[src/rtl/piece_write_sched.sv]
// piece_write_sched
//   Arbitrates which requester may update the 22x10 active-piece layer each cycle:
//   spawn, hold/swap, rotate, shift left/right, soft drop or gravity. At most one
//   grant per cycle. All outputs are registered, so a decision made in cycle N is
//   visible in cycle N+1.
//
// Ports
//   Clk, Reset_n  clock, asynchronous active-low reset
//   state         game FSM state (3'b000 requests a spawn / restart)
//   keycode       current keyboard keycode (8'h00 = no key)
//   tick          one-cycle gravity pulse
//   can_*         collision checker verdicts for each move
//   swap_empty    hold register is empty
//   write_en      one-cycle strobe to the write mux
//   write_sel     write mux source (held while write_en = 0)
//   hold_load     one-cycle pulse; hold register captures the current piece
//   lock_req      one-cycle pulse; landed piece must merge into the board
//   swap_used     a swap has already been used for the current piece
module piece_write_sched #(
   parameter int unsigned DAS_CYCLES = 10000000,
   parameter int unsigned ARR_CYCLES = 2500000,
   parameter int unsigned CNT_W      = 24,
   parameter logic [7:0]  KEY_ROT    = 8'h1A,
   parameter logic [7:0]  KEY_SWAP   = 8'h06,
   parameter logic [7:0]  KEY_LEFT   = 8'h04,
   parameter logic [7:0]  KEY_RIGHT  = 8'h07,
   parameter logic [7:0]  KEY_DOWN   = 8'h16
) (
   input  logic       Clk,
   input  logic       Reset_n,
   input  logic [2:0] state,
   input  logic [7:0] keycode,
   input  logic       tick,
   input  logic       can_rotate,
   input  logic       can_left,
   input  logic       can_right,
   input  logic       can_drop,
   input  logic       can_swap,
   input  logic       swap_empty,
   output logic       write_en,
   output logic [2:0] write_sel,
   output logic       hold_load,
   output logic       lock_req,
   output logic       swap_used
);

   localparam logic [1:0] StIdle   = 2'd0;
   localparam logic [1:0] StSpawn  = 2'd1;
   localparam logic [1:0] StActive = 2'd2;
   localparam logic [1:0] StLocked = 2'd3;

   localparam logic [2:0] SelSpawn    = 3'd1;
   localparam logic [2:0] SelRotate   = 3'd2;
   localparam logic [2:0] SelSwapNext = 3'd3;
   localparam logic [2:0] SelSwapHeld = 3'd4;
   localparam logic [2:0] SelLeft     = 3'd5;
   localparam logic [2:0] SelRight    = 3'd6;
   localparam logic [2:0] SelDown     = 3'd7;

   logic [1:0]       fsm_q, fsm_d;
   logic [7:0]       prev_key_q;
   logic [CNT_W-1:0] cnt_q, cnt_d;
   logic             tick_pend_q, tick_pend_d;
   logic             swap_used_q, swap_used_d;
   logic             write_en_q, write_en_d;
   logic [2:0]       write_sel_q, write_sel_d;
   logic             hold_load_q, hold_load_d;
   logic             lock_req_q, lock_req_d;

   logic key_press, key_held, is_step_key, cnt_expire, step, gravity;

   assign key_press   = (keycode != prev_key_q) && (keycode != 8'h00);
   assign key_held    = (keycode == prev_key_q) && (keycode != 8'h00);
   assign is_step_key = (keycode == KEY_LEFT) || (keycode == KEY_RIGHT) ||
                        (keycode == KEY_DOWN);
   assign cnt_expire  = (cnt_q == CNT_W'(1));
   // A step fires on the press edge and again every time the repeat counter expires
   assign step        = is_step_key && (key_press || (key_held && cnt_expire));
   assign gravity     = tick || tick_pend_q;

   // Repeat counter: DAS delay after a press, ARR period afterwards, zero otherwise
   always_comb begin
      cnt_d = '0;
      if (fsm_q == StActive && is_step_key) begin
         if (key_press) begin
            cnt_d = CNT_W'(DAS_CYCLES);
         end else if (key_held && cnt_q != '0) begin
            cnt_d = cnt_expire ? CNT_W'(ARR_CYCLES) : cnt_q - CNT_W'(1);
         end
      end
   end

   always_comb begin
      fsm_d       = fsm_q;
      tick_pend_d = tick_pend_q;
      swap_used_d = swap_used_q;
      write_en_d  = 1'b0;
      write_sel_d = write_sel_q;
      hold_load_d = 1'b0;
      lock_req_d  = 1'b0;
      case (fsm_q)
         StIdle: begin
            if (state == 3'b000) fsm_d = StSpawn;
         end
         StSpawn: begin
            write_en_d  = 1'b1;
            write_sel_d = SelSpawn;
            swap_used_d = 1'b0;
            tick_pend_d = 1'b0;
            fsm_d       = StActive;
         end
         StActive: begin
            if (state == 3'b000) begin
               fsm_d = StSpawn;
            end else if (key_press && keycode == KEY_SWAP && can_swap && !swap_used_q) begin
               // Swap brings a fresh piece to the spawn rows, so pending gravity is dropped
               write_en_d  = 1'b1;
               write_sel_d = swap_empty ? SelSwapNext : SelSwapHeld;
               hold_load_d = 1'b1;
               swap_used_d = 1'b1;
               tick_pend_d = 1'b0;
            end else if (key_press && keycode == KEY_ROT && can_rotate) begin
               write_en_d  = 1'b1;
               write_sel_d = SelRotate;
               if (tick) tick_pend_d = 1'b1;
            end else if (step && keycode == KEY_LEFT && can_left) begin
               write_en_d  = 1'b1;
               write_sel_d = SelLeft;
               if (tick) tick_pend_d = 1'b1;
            end else if (step && keycode == KEY_RIGHT && can_right) begin
               write_en_d  = 1'b1;
               write_sel_d = SelRight;
               if (tick) tick_pend_d = 1'b1;
            end else if (step && keycode == KEY_DOWN && can_drop) begin
               // Soft drop already moves one row, so it absorbs any gravity request
               write_en_d  = 1'b1;
               write_sel_d = SelDown;
               tick_pend_d = 1'b0;
            end else if (gravity) begin
               tick_pend_d = 1'b0;
               if (can_drop) begin
                  write_en_d  = 1'b1;
                  write_sel_d = SelDown;
               end else begin
                  fsm_d = StLocked;
               end
            end
         end
         StLocked: begin
            lock_req_d = 1'b1;
            fsm_d      = StIdle;
         end
         default: fsm_d = StIdle;
      endcase
   end

   always_ff @(posedge Clk or negedge Reset_n) begin
      if (!Reset_n) begin
         fsm_q       <= StIdle;
         prev_key_q  <= 8'h00;
         cnt_q       <= '0;
         tick_pend_q <= 1'b0;
         swap_used_q <= 1'b0;
         write_en_q  <= 1'b0;
         write_sel_q <= 3'd0;
         hold_load_q <= 1'b0;
         lock_req_q  <= 1'b0;
      end else begin
         fsm_q       <= fsm_d;
         prev_key_q  <= keycode;
         cnt_q       <= cnt_d;
         tick_pend_q <= tick_pend_d;
         swap_used_q <= swap_used_d;
         write_en_q  <= write_en_d;
         write_sel_q <= write_sel_d;
         hold_load_q <= hold_load_d;
         lock_req_q  <= lock_req_d;
      end
   end

   assign write_en  = write_en_q;
   assign write_sel = write_sel_q;
   assign hold_load = hold_load_q;
   assign lock_req  = lock_req_q;
   assign swap_used = swap_used_q;

endmodule

[config.mk]
export PLATFORM = sky130hd
export DESIGN_NAME = piece_write_sched
export DESIGN_NICKNAME = d
export VERILOG_FILES = /design/src/rtl/piece_write_sched.sv
export SDC_FILE = /design/constraint.sdc
export NUM_CORES = 1
export LEC_CHECK = 0
export ABC_AREA = 1
export CORE_MARGIN = 5
export CORE_UTILIZATION = 55
export DETAILED_ROUTE_END_ITERATION = 10
export GPL_ROUTABILITY_DRIVEN = 0
export PLACE_DENSITY = 0.74
export SLEW_MARGIN = 20
export SYNTH_ARGS = -nofsm -noshare
export SYNTH_HDL_FRONTEND = slang
export SYNTH_SLANG_ARGS = --single-unit
[constraint.sdc]
create_clock -name Clk -period 3.5 [get_ports Clk]
set_input_delay 0.875 -clock Clk [delete_from_list [all_inputs] [get_ports Clk]]
set_output_delay 0.875 -clock Clk [all_outputs]
set_load 0.1 [all_outputs]
==> qor.log, run 1 <==
[placement] minimum setup slack after placement 0.6703 ns
[synthesis] area leader, netlist sky130_fd_sc_hd__dfrtp_1
[critical_path] Crit. Startpoint keycode[1]
[synthesis] Syn Area/Cell 7.619 um^2
[critical_path] worst reg2reg setup slack 1.60 ns
[min_path] launch instance of the worst min-delay path write_sel[2]$_DFFE_PN0P_
[timing] FMAX 401.3 MHz
[clocking] CTS tree built
[floorplan] Die Y 80.33 um
[global_routing] via count of the first global-routing pass 2,262
[clocking] post-CTS repair timing setup buffer count 0
[synthesis] Top FF cell, synth sky130_fd_sc_hd__dfrtp_1
[route] Starting DRT DRC Count 138
[floorplan] die width 80.33 um
[critical_path] Crit Reg-Reg Startpoint cnt_q[8]$_DFF_PN0_
[clocking] Num CTS Buffers 5
[placement] IO Port Bufs 26
[floorplan] count of standard-cell rows 25
[synthesis] Seq cells post-synth 42
[pwr] total power consumption of the routed design 0.001385 W
[timing] number of failing hold endpoints at the final stage 0
[synthesis] share of Yosys cell area claimed by the top area cell type 38.64%
[floorplan] area enclosed by the die boundary 6452 um^2
[critical_path] Worst Setup Start Kind input pin
[critical_path] worst reg2reg path endpoint cnt_q[19]$_DFF_PN0_
[route] average via count per standard cell 4.901
[timing] final count of pins violating max slew 0
[timing] Worst Hold Slack 0.4817 ns
[synthesis] distinct cell type count of the synthesized netlist 37
[timing] number of failing setup endpoints in the final timing report 0
[clocking] clock sink count 42
[route] Routed Antenna Nets 0
[synthesis] Ys Warns 0
[timing] worst setup margin 1.008 ns
[floorplan] IO Count 27
[global_routing] total gr overflow 0
[floorplan] Starting Density 57.21%
[route] routed len/inst 11.90 um
[synthesis] mapped cell area 2720 um^2
[job] max-cap check violation count 0
[layout] diodes inserted 0
[timing] post-layout min period 2.492 ns
[route] Routed Wire Length 5425 um
[pwr] leakage power figure 1.758 nW
[clocking] clock tree buffer depth 2
[global_routing] global-route wire length before repair 9742 um
[synthesis] most frequently used cell type in the post-synthesis netlist sky130_fd_sc_hd__nand2_1
[synthesis] share of flip-flops with an asynchronous set or reset 100.0%
[timing] Worst-Margin Slew 0.5293 ns
[timing] setup repair after global routing missed its margin no
[layout] Syn-to-layout area delta 14.67%
[layout] final layout net count 416
[pwr] maximum ir drop on the vdd rail 0.3125 mV
[critical_path] type of the setup path with the least slack in -> reg
[critical_path] Worst Reg2Reg Path Length in Cells 10
[clocking] clock transition time at the flip-flop clock pins of the worst setup and hold paths 0.08 ns
[clocking] Resized cells post-CTS 0
[clocking] Post-CTS Hold Buffers 0
[synthesis] leading cell types by total area after synthesis sky130_fd_sc_hd__dfrtp_1 (39%), sky130_fd_sc_hd__nand2_1 (11%), sky130_fd_sc_hd__inv_1 (7.9%), sky130_fd_sc_hd__nor2_1 (5.8%), sky130_fd_sc_hd__ha_1 (3.7%)
[timing] Final Cycle Share 71.20%
[route] TritonRoute pass-1 iters 4
[layout] share of final-layout standard cells stronger than drive strength 1 17.22%
[timing] setup TNS after final layout 0 ns
[synthesis] post-synthesis net count 385
[synthesis] part of the Yosys area used for sequential elements 38.64%
[floorplan] core area 4755 um^2
[placement] Final HPWL DP 4067 um
[global_routing] Tot GR Track Use 19.15%
[clocking] depth of the CTS H-tree 2
[synthesis] synthesized netlist cell count 357
[critical_path] category of the worst setup path capture point flop
[timing] worst clock skew 0.007282 ns
[outcome] result of the run finished clean
[critical_path] arrival time at the worst endpoint 2.72 ns
[critical_path] required time reported for the critical path endpoint 3.73 ns
[min_path] Min-Delay Path Depth 2
[synthesis] Post-synth top cells sky130_fd_sc_hd__nand2_1 (79), sky130_fd_sc_hd__inv_1 (57), sky130_fd_sc_hd__dfrtp_1 (42), sky130_fd_sc_hd__nor2_1 (42), sky130_fd_sc_hd__nand3_1 (17)
[pwr] P per Cell Area 444.1 nW/um^2
[route] post-detailed-route DRC marker count 0
[timing] Slew headroom 64.71%
[clocking] insertion delay of the later-clocked pin in the worst-skew pair 0.30 ns
[global_routing] pin count of the biggest net entering global routing 43
[critical_path] maximum fanout along the worst path 13
[min_path] type of the most critical hold path reg -> reg
[synthesis] number of enable-type register cells in the synthesized netlist 0
[route] total via count in the routed design 2,235
[clocking] CTS Root Buffer Type sky130_fd_sc_hd__clkbuf_8
[global_routing] number of antenna violations at the first check in global routing 0
[critical_path] crit path to cnt_q[19]$_DFF_PN0_
## kinds of logic (layout without fill, tap and decap cells)
logic type	after synthesis	count (layout)	synth area share (%)
buf+inv	66	98	9.475
flops	42	42	38.64
simple gates	196	196	36.52
fa+ha+maj	8	8	3.680
compound gates	32	32	7.498
xor+xnor	13	13	4.186
## worst max-delay path, stage by stage
cell	delay, ns
sky130_fd_sc_hd__clkdlybuf4s50_1	0.57
sky130_fd_sc_hd__nand2_1	0.12
sky130_fd_sc_hd__nor2_2	0.16
sky130_fd_sc_hd__nand2_1	0.10
sky130_fd_sc_hd__nand3_2	0.09
sky130_fd_sc_hd__nand2_1	0.08
sky130_fd_sc_hd__nor2_4	0.18
sky130_fd_sc_hd__nand2_2	0.22
sky130_fd_sc_hd__a21oi_1	0.19
sky130_fd_sc_hd__o21ai_1	0.08
sky130_fd_sc_hd__nand2_1	0.06
## registers in the layout, summed over array words and instances (netlist names)
name         flops
write_sel        3
cnt_q           24
prev_key_q       8
lock_req         1
hold_load        1
tick_pend_q      1
fsm_q            2
write_en         1
swap_used        1
## stage by stage
stage / instance area (um^2) / utilization (%) / cells
final: 3119 / 65.61 / 456
after global routing: 3119 / 65.61 / 456
after CTS: 3117 / 65.55 / 456
after detailed placement: 3025 / 63.63 / 448
after global placement: 3025 / 63.63 / 448
after floorplan: 2720 / - / 357
## per-layer routing
layer | vias to the layer above | share of wire, % | wire (um) | global-route usage (%)
met4 | 0 | 1.3 | 68 | 5.912
met2 | 36 | 50 | 2718 | 33.69
met1 | 1025 | 45 | 2451 | 23.39
met3 | 6 | 3.4 | 187 | 3.924
li1 | 1168 | - | - | -
met5 | - | 0 | 0 | 0
## power by group
| part | internal [W] | leakage [nW] | switching, W |
|---|---|---|---|
| Combinational | 0.000149 | 1.15 | 0.000356 |
| Clock | 0.000159 | 0.0482 | 0.000170 |
| Sequential | 0.000525 | 0.559 | 0.0000262 |
| Total | 0.000833 | 1.76 | 0.000553 |
## cell type report
class	count	area, um^2
clock buffers	7	86.33
clock inverters	1	5.005
fillers	431	1635
inverters	64	241.5
multi-input cells	249	1411
flip-flops and latches	42	1051
well taps	67	83.83
repair buffers	26	240.2
## how the worst min path moves through the flow
stage,to,slack (ns)
global placement,write_sel[2]$_DFFE_PN0P_,0.46
CTS,write_sel[2]$_DFFE_PN0P_,0.49
global route,write_sel[0]$_DFFE_PN0P_,0.52
finish,write_sel[2]$_DFFE_PN0P_,0.48
floorplan,tick_pend_q$_DFFE_PN0P_,0.46
detailed placement,write_sel[2]$_DFFE_PN0P_,0.46
## cell usage in the layout (no fill, tap or decap), types with 4 or more instances in the layout
master,n
sky130_fd_sc_hd__o21ai_0,8
sky130_fd_sc_hd__clkbuf_8,6
sky130_fd_sc_hd__nand3_2,6
sky130_fd_sc_hd__ha_1,8
sky130_fd_sc_hd__buf_4,8
sky130_fd_sc_hd__clkdlybuf4s50_1,18
sky130_fd_sc_hd__nor2_2,10
sky130_fd_sc_hd__nor2_1,42
sky130_fd_sc_hd__inv_1,57
sky130_fd_sc_hd__a21oi_1,7
sky130_fd_sc_hd__inv_2,6
sky130_fd_sc_hd__nor3_1,7
sky130_fd_sc_hd__dfrtp_1,42
sky130_fd_sc_hd__o21ai_1,7
sky130_fd_sc_hd__xnor2_1,6
sky130_fd_sc_hd__nand4_1,7
sky130_fd_sc_hd__nand2_1,79
sky130_fd_sc_hd__xor2_1,7
sky130_fd_sc_hd__nand3_1,17
sky130_fd_sc_hd__nor2_4,4
sky130_fd_sc_hd__nand2_2,9
Note: power is estimated with default switching activity, not from simulation.
==> inputs of run 2 (changes only) <==
CORE_UTILIZATION = 52   (was 55)
clock period = 2.1 ns   (was 3.5 ns; I/O delays follow)
==> run 2 against run 1 <==
  * Clock-buffer cell count is 1 higher
  * Critical endpoint is now write_sel[1]$_DFFE_PN0P_
  * Highest routed layer unchanged
  * Clock skew is 0.0029 ns lower
  * Cell area is 7.4% higher
  * Worst setup slack worse by 0.78 ns
  * Via count is 4.8% higher
==> qor.log, run 2 (synthesis gave the netlist of run 1 again) <==
[outcome] result of the run finished clean
[pwr] P per Cell Area 710.9 nW/um^2
[global_routing] Tot GR Track Use 18.73%
[placement] placed cell areas 3177 um^2
[timing] Worst-Margin Slew 0.4594 ns
[floorplan] Die Y 82.33 um
[critical_path] worst reg2reg setup slack 0.34 ns
[global_routing] pin count of the biggest net entering global routing 25
[critical_path] type of the setup path with the least slack in -> reg
[global_routing] global-route wire length before repair 9860 um
[global_routing] via count of the first global-routing pass 2,377
[route] Starting DRT DRC Count 98
[layout] Fill cells 438
[clocking] insertion delay of the later-clocked pin in the worst-skew pair 0.29 ns
[global_routing] total gr overflow 0
[layout] Final Instance Area 3349 um^2
[floorplan] core area 5107 um^2
[clocking] clock sink count 42
[critical_path] required time reported for the critical path endpoint 2.28 ns
[critical_path] maximum fanout along the worst path 5
[timing] setup repair after global routing missed its margin no
[timing] post-layout min period 1.869 ns
[critical_path] arrival time at the worst endpoint 2.05 ns
[timing] FMAX 535.0 MHz
[pwr] net switching power 0.0009188 W
[route] average via count per standard cell 4.902
[job] max-cap check violation count 0
[route] routed len/inst 11.47 um
[timing] worst clock skew 0.004432 ns
[layout] commonest cells after routing, fill and taps aside sky130_fd_sc_hd__nand2_1 (78), sky130_fd_sc_hd__inv_1 (57), sky130_fd_sc_hd__dfrtp_1 (42)
[clocking] depth of the CTS H-tree 2
[pwr] Pint 0.001463 W
[floorplan] die width 82.33 um
[placement] IO Port Bufs 26
[layout] flip-flop count of the largest register, all copies and words added 24
[route] total via count in the routed design 2,343
[clocking] CTS Root Buffer Type sky130_fd_sc_hd__clkbuf_8
[global_routing] met2 layer usage reported by global route 32.13%
[critical_path] worst reg2reg path endpoint cnt_q[23]$_DFF_PN0_
[layout] most common cell after layout, fill and taps aside sky130_fd_sc_hd__nand2_1
[timing] Worst Hold Slack 0.1720 ns
[min_path] type of the most critical hold path in -> async
[timing] Final Cycle Share 89.01%
[critical_path] Worst Reg2Reg Path Length in Cells 10
[pwr] clock network fraction of design power 25.1%
[critical_path] category of the worst setup path capture point flop
[timing] Slew headroom 69.38%
[critical_path] Crit Reg-Reg Startpoint cnt_q[0]$_DFF_PN0_
[pwr] total power consumption of the routed design 0.002381 W
[layout] Syn-to-layout area delta 23.14%
[layout] final layout net count 435
[route] Routed Wire Length 5482 um
[floorplan] IO Count 27
[pwr] portion of total power attributed to sequential cells 38.6%
[timing] final count of pins violating max slew 0
[clocking] clock tree buffer depth 2
[layout] diodes inserted 0
[route] post-detailed-route DRC marker count 0
[layout] share of final-layout standard cells stronger than drive strength 1 22.06%
[pwr] maximum ir drop on the vdd rail 0.7090 mV
[layout] register with the most flip-flops cnt_q
[floorplan] count of standard-cell rows 26
[placement] minimum setup slack after placement -0.2395 ns
[global_routing] met3 layer usage reported by global route 3.905%
[clocking] CTS tree built
[critical_path] Worst Setup Start Kind input pin
[global_routing] fraction of met1 tracks used by global routing 22.48%
[pwr] switching part of the total power 38.58%
[timing] worst setup margin 0.2308 ns
[clocking] Num CTS Buffers 5
[route] Routed Antenna Nets 0
[timing] number of failing hold endpoints at the final stage 0
[pwr] proportion of power drawn by combinational gates 36.2%
[floorplan] area enclosed by the die boundary 6777 um^2
[floorplan] Starting Density 53.26%
[placement] Final HPWL DP 4248 um
[clocking] clock transition time at the flip-flop clock pins of the worst setup and hold paths 0.07 ns
[pwr] leakage power figure 1.951 nW
[route] TritonRoute pass-1 iters 4
[global_routing] global routing's busiest layer met2
[global_routing] number of antenna violations at the first check in global routing 0
[timing] number of failing setup endpoints in the final timing report 0
-- run 2: area by class of cell --
class / instances / area [um^2] / area share [%]
Clock buffer: 8 / 110.1 / 3.287
Inverter: 64 / 241.5 / 7.210
Multi-Input combinational cell: 249 / 1446 / 43.18
Sequential cell: 42 / 1051 / 31.38
Tap cell: 70 / 87.58 / 2.615
Timing Repair Buffer: 45 / 412.9 / 12.33
-- run 2: repair_timing --
action                                  in CTS  in global routing
setup buffers                                0                  1
hold buffers                                 0                  0
resized for setup                            0                 15
endpoints found under the setup margin       0                 16
-- run 2: critical path, stage by stage --
cell	delay (ns)
sky130_fd_sc_hd__clkdlybuf4s50_1	0.45
sky130_fd_sc_hd__inv_1	0.03
sky130_fd_sc_hd__or2_2	0.29
sky130_fd_sc_hd__nor2_2	0.18
sky130_fd_sc_hd__nand3_4	0.09
sky130_fd_sc_hd__nand2_2	0.12
sky130_fd_sc_hd__nor2_1	0.06
sky130_fd_sc_hd__nand2_2	0.10
sky130_fd_sc_hd__nand3_2	0.08
sky130_fd_sc_hd__nand2_1	0.07
sky130_fd_sc_hd__nand2_1	0.05
-- run 2: metrics by stage --
stage / util (%) / cells / setup TNS (ns)
6_report: 65.58 / 478 / 0
5_1_grt: 65.58 / 478 / 0
4_1_cts: 64.36 / 477 / 0
3_5_place_dp: 62.20 / 469 / -4.505
3_3_place_gp: 62.20 / 469 / -3.457
2_1_floorplan: - / 357 / 0
-- run 2: how the worst max path moves through the flow --
stage | startpoint | cells after the start | end | slack [ns]
global route | can_swap | 11 | fsm_q[0]$_DFFE_PN0P_ | 0.10
detailed placement | keycode[3] | 11 | write_sel[1]$_DFFE_PN0P_ | -0.24
CTS | keycode[3] | 13 | write_sel[1]$_DFFE_PN0P_ | 0.07
global placement | keycode[7] | 12 | write_sel[0]$_DFFE_PN0P_ | -0.21
finish | can_swap | 11 | write_sel[1]$_DFFE_PN0P_ | 0.23
floorplan | swap_used$_DFFE_PN0P_ | 9 | write_sel[0]$_DFFE_PN0P_ | 0.14
-- run 2: metal layers --
metal	vias up	wire [um]
met5	-	0
met4	0	136
met3	16	201
met2	44	2611
met1	1068	2533
li1	1215	-
-- run 2: power by group through the flow --
stage / sequential [W] / clock, W / combinational, W
6_report: 0.000920 / 0.000599 / 0.000862
5_1_grt: 0.000929 / 0.000658 / 0.000975
4_1_cts: 0.000920 / 0.000620 / 0.000864
3_5_place_dp: 0.000934 / 0 / 0.000860
3_3_place_gp: 0.000932 / 0 / 0.000845
2_1_floorplan: 0.00118 / 0 / 0.000394
==> inputs of run 3 (changes only) <==
GPL_ROUTABILITY_DRIVEN = default   (was 0)
==> results of run 3 <==
Same layout as run 2: the final DEF is identical, and so are final timing and power.
